--- config.mk ---
export PLATFORM = sky130hd
export DESIGN_NAME = cpu_mem_waitgen
export DESIGN_NICKNAME = d
export VERILOG_FILES = /design/src/rtl/cpu_mem_waitgen.sv
export SDC_FILE = /design/constraint.sdc
export NUM_CORES = 1
export LEC_CHECK = 0
export ABC_AREA = 0
export ABC_CLOCK_PERIOD_IN_PS = 1800
export BUFFER_PORTS_ARGS = -buffer_cell sky130_fd_sc_hd__buf_2
export CORE_MARGIN = 4
export CORE_UTILIZATION = 50
export DETAILED_ROUTE_END_ITERATION = 10
export MAX_ROUTING_LAYER = met4
export PLACE_DENSITY = 0.84
export SLEW_MARGIN = 15
export SYNTH_ARGS = -nofsm -noshare
export SYNTH_HDL_FRONTEND = slang
export SYNTH_SLANG_ARGS = --single-unit
--- constraint.sdc ---
create_clock -name CLK -period 1.8 [get_ports CLK]
set_input_delay 0.09 -clock CLK [delete_from_list [all_inputs] [get_ports CLK]]
set_output_delay 0.09 -clock CLK [all_outputs]
set_load 0.005 [all_outputs]
--- src/rtl/cpu_mem_waitgen.sv ---
// cpu_mem_waitgen: stalls 6809 bus cycles that hit the slow window until the
// external memory acknowledges, then holds the read data for the CPU's fall-of-E latch.
module cpu_mem_waitgen #(
    parameter logic [15:0] SLOW_BASE = 16'h0000,
    parameter logic [15:0] SLOW_TOP  = 16'h7FFF,
    parameter int unsigned TIMEOUT   = 255
) (
    input  logic        CLK,
    input  logic        nRESET,
    input  logic        riseQ,
    input  logic        fallE,
    input  logic [15:0] cpu_addr,
    input  logic        cpu_rnw,
    input  logic [7:0]  cpu_dout,
    input  logic [7:0]  fast_rdata,
    output logic [7:0]  cpu_din,
    output logic        cpu_mrdy,
    output logic        mem_req,
    output logic        mem_we,
    output logic [15:0] mem_addr,
    output logic [7:0]  mem_wdata,
    input  logic        mem_ack,
    input  logic [7:0]  mem_rdata,
    output logic        timeout_err
);
    typedef enum logic [1:0] {IDLE, REQ, DONE} state_t;

    localparam logic [15:0] SPAN = SLOW_TOP - SLOW_BASE;
    localparam logic [15:0] LAST = 16'(TIMEOUT - 1);

    state_t      state_q, state_d;
    logic [15:0] cnt_q, cnt_d, mem_addr_q, mem_addr_d, offs;
    logic [7:0]  hold_q, hold_d, mem_wdata_q, mem_wdata_d;
    logic        mem_req_q, mem_req_d, mem_we_q, mem_we_d, terr_q, terr_d, hit;

    // Offset compare keeps the window test free of constant comparisons when the base is 0.
    assign offs        = cpu_addr - SLOW_BASE;
    assign hit         = riseQ & (offs <= SPAN);
    assign cpu_mrdy    = ~(hit | (state_q == REQ));
    assign cpu_din     = (state_q == DONE) ? hold_q : fast_rdata;
    assign mem_req     = mem_req_q;
    assign mem_we      = mem_we_q;
    assign mem_addr    = mem_addr_q;
    assign mem_wdata   = mem_wdata_q;
    assign timeout_err = terr_q;

    always_comb begin
        state_d     = state_q;
        cnt_d       = cnt_q;
        hold_d      = hold_q;
        mem_req_d   = mem_req_q;
        mem_we_d    = mem_we_q;
        mem_addr_d  = mem_addr_q;
        mem_wdata_d = mem_wdata_q;
        terr_d      = terr_q;
        case (state_q)
            IDLE: if (hit) begin
                state_d     = REQ;
                mem_req_d   = 1'b1;
                mem_addr_d  = cpu_addr;
                mem_we_d    = ~cpu_rnw;
                mem_wdata_d = cpu_dout;
                cnt_d       = '0;
            end
            REQ: begin
                cnt_d = &cnt_q ? cnt_q : cnt_q + 16'd1;
                if (mem_ack) begin
                    state_d   = DONE;
                    mem_req_d = 1'b0;
                    hold_d    = mem_we_q ? 8'hFF : mem_rdata;
                end else if (cnt_q == LAST) begin
                    state_d   = DONE;
                    mem_req_d = 1'b0;
                    hold_d    = 8'hFF;
                    terr_d    = 1'b1;
                end
            end
            DONE: state_d = fallE ? IDLE : DONE;
            default: state_d = IDLE;
        endcase
    end

    always_ff @(posedge CLK or negedge nRESET) begin
        if (!nRESET) begin
            state_q     <= IDLE;
            cnt_q       <= '0;
            hold_q      <= 8'hFF;
            mem_req_q   <= 1'b0;
            mem_we_q    <= 1'b0;
            mem_addr_q  <= '0;
            mem_wdata_q <= '0;
            terr_q      <= 1'b0;
        end else begin
            state_q     <= state_d;
            cnt_q       <= cnt_d;
            hold_q      <= hold_d;
            mem_req_q   <= mem_req_d;
            mem_we_q    <= mem_we_d;
            mem_addr_q  <= mem_addr_d;
            mem_wdata_q <= mem_wdata_d;
            terr_q      <= terr_d;
        end
    end
endmodule

==> results.md <==
- Outcome: complete, no violations
- Period utilisation layout: between 90% and 100%
- DIE HEIGHT: ~78 um
- CTS Sinks: 53
- Sequential cell area fraction in the yosys report: 55.3%
- Iter 0 DRT Violations: around 160
- Area occupied by multi-input gates: ~0.0010 mm^2
- Post-DP HPWL: 4360 um
- Largest net degree at the start of global routing: 26
- Dpl cells: about 390
- Initial antenna violation count: 0
- CTS tree: built
- Antenna-violating nets left: 0
- Area contributors post-synth: dfrtp_1 47%, nand2_1 13%, dfstp_2 8.7%, mux2_2 3.7%, o22a_1 2.9%
- Worst-Margin Slew: roughly 0.54 ns
- Yosys reg bits: 53
- Max-cap viol count: 0
- Crit-path max cell delay: about 0.45 ns
- Area growth from synthesis to layout: 38.0%
- Total detailed-routing wirelength: 6530 um
- FF/Latch Area: approximately 0.0013 mm^2
- Setup Skew: between 0.01 and 0.015 ns
- Die width: approximately 78 um
- Fmax: 578 MHz
- Site Rows: 25
- Post-route total power: between 3000 and 4000 uW
- Reg2reg start: cnt_q[0]
- Grt ovf: 0
- Avg Inst Size Synth: just under 10 um^2
- CTS Buf Count: 5
- Worst-Skew Late Latency: about 0.31 ns
- Hold path startpoint: mem_rdata[7]
- Vias: around 2,300
- Post-synth cell types: 40
- Worst vdd ir: roughly 0.00070 V
- Net Count, Synth: slightly below 300
- Most common cell after layout, fill and taps aside: nand2_1
- Post-synth EDFFs: 0
- Area of the die: approximately 0.006 mm^2
- TritonRoute pass-1 iters: 4
- Clock slew at reported path FFs: roughly 0.10 ns
- Max Root-Sink Buffers: 2
- Final net count: about 420
- Yosys top cell area share: 46.6%
- Main synth FF type: dfrtp_1
- Ys Warns: 0
- Routability congestion estimate: just over 0.9
- H-tree depth: 2
- Final Cell Area: about 0.0033 mm^2
- Area leader, netlist: dfrtp_1
- Critical path type: reg2reg
- Placement Cell Area: 0.00296 mm^2
- Startpoint Class: flop
- Final hold violations: 0
- Starting density of the core: between 50% and 60%
- Vias/cell: ~5.5
- Hold crit path type: in2reg
- Drt drc: 0
- Setup ws final: 0.0699 ns
- Share of layout cells above drive strength 1: ~36%
- Most frequent cells in the layout: 83 x nand2_1, 81 x buf_2, 44 x dfrtp_1
- IO Port Bufs: slightly above 80
- First-pass GRT wire length: around 11,000 um
- Slew Limit Headroom: 63.8%
- Cell Pwr Density: around 1100 mW/mm^2
- Io pins: between 80 and 90
- Core ar.: roughly 0.0047 mm^2
- Worst r2r path cells: 7
- Worst reg2reg path endpoint: cnt_q[5]
- Leakage power: ~0.0017 uW
- Hold Path Stages: 2
- Filler cell count in the final layout: between 300 and 400
- Vias in the first global route: 2,258
- RSZ-0062 raised after global routing: yes
- Setup violators final: 0
- Clock root cell: clkbuf_8
- ANT cells: 0
- Crit path capture type: flop
- Hold endpoint: hold_q[7]
- Crit Path Max Fanout: 6
- Syn Inst Count: 249
- Routed wire per std cell: ~15 um
- Worst Path Required: roughly 2.0 ns
- Pre-CTS setup slack: -0.0678 ns
- Setup TNS: 0 ns
- Final cell count without fillers: 423
- Post-synth ARST share: 100%
- GRT Resource Usage Total: 23.2%
- Crit path DAT: between 1.5 and 2 ns
- Reg2reg setup slack: 0.07 ns
- CP Cell Sequence: ha_1, nand2_2, nor3_4, a31o_2, buf_4, o21ba_1, a31oi_1
- Mapped Area: between 0.002 and 0.0025 mm^2
- CP max stage cell: dfrtp_2
- Tmin final: ~1.7 ns
- Pins Over Slew Limit: 0
-- synth_stat cells, drive strengths merged (4+ instances only) --
| cell | count |
|---|---|
| a21oi | 6 |
| a31oi | 7 |
| and3 | 4 |
| clkbuf | 10 |
| dfrtp | 45 |
| dfstp | 8 |
| mux2 | 8 |
| mux2i | 5 |
| nand2 | 85 |
| nand3 | 8 |
| nand4 | 6 |
| nor2 | 8 |
| nor3 | 6 |
| o21ai | 8 |
| o22a | 8 |
-- worst max-delay path: cells and delay by family, from the launching register on --
kind	cells	cell delay [ns]
AO/OA/AOI/OAI	3	0.63
adder cells (fa/ha/maj)	1	0.25
buffers and inverters	1	0.16
flip-flops	1	0.45
AND/OR/NAND/NOR	2	0.15
-- registers in the layout, summed over array words and instances, names as in the netlist --
name         cells
cnt_q           16
hold_q           8
mem_addr        16
mem_req          1
mem_wdata        8
mem_we           1
state_q          2
timeout_err      1
-- cell type report --
class / instances / area share, %
clock buffers: 6 / 2.17
inverters: 3 / 0.337
multi-input cells: 182 / 31.4
well taps: 54 / 2.02
flip-flops and latches: 53 / 40.1
clock inverters: 2 / 0.450
repair buffers: 123 / 23.5
-- layer usage --
layer / routed length (um) / share of wire [%] / global-route usage, % / vias up
met5: 0 / 0 / - / -
met3: 384 / 5.9 / 5.34 / 23
met1: 2710 / 42 / 28.8 / 1103
met4: 173 / 2.6 / 7.47 / 0
met2: 3260 / 50 / 37.7 / 106
li1: - / - / - / 1086
-- report_power, final --
group          leakage, uW  internal (uW)  switching, uW
Clock            0.0000374            275            396
Combinational      0.00102            579            575
Sequential        0.000659           1620            276
-- worst max path at each step --
stage                from   endpoint  slack (ns)  cells after the start
2_1_floorplan    cnt_q[0]  cnt_q[11]        0.14                      6
3_3_place_gp     cnt_q[0]   cnt_q[8]        0.11                      6
3_5_place_dp     cnt_q[9]  hold_q[5]       -0.07                      4
4_1_cts          cnt_q[0]   cnt_q[5]      0.0004                      6
5_1_grt        state_q[1]   cnt_q[5]     -0.0006                      5
6_report         cnt_q[0]   cnt_q[5]        0.07                      7
-- per-stage QoR --
stage | utilization, % | hold WS [ns]
global route | 71.1 | 0.00181
floorplan | - | -0.206
CTS | 70.4 | 0.0110
global placement | 63.1 | 0.0919
finish | 71.1 | 0.0132
detailed placement | 63.1 | 0.0972
-- kinds of logic after synthesis --
kind of cell,after synthesis,synth area share [%]
AO/OA/AOI/OAI,35,10.0
XOR/XNOR,1,0.362
adder cells (fa/ha/maj),2,1.04
buffers and inverters,14,2.33
flip-flops,53,55.3
multiplexers,13,5.80
AND/OR/NAND/NOR,131,25.2
-- what timing repair did --
action / 4_1_cts / 5_1_grt
endpoints found under the hold margin: 38 / 1
gates cloned: 0 / 0
pin swaps: 2 / 2
setup endpoints to repair: 10 / 25
resized for setup: 1 / 6
hold buffers: 25 / 1
setup buffers: 0 / 1
Note: power is estimated with default switching activity, not from simulation.
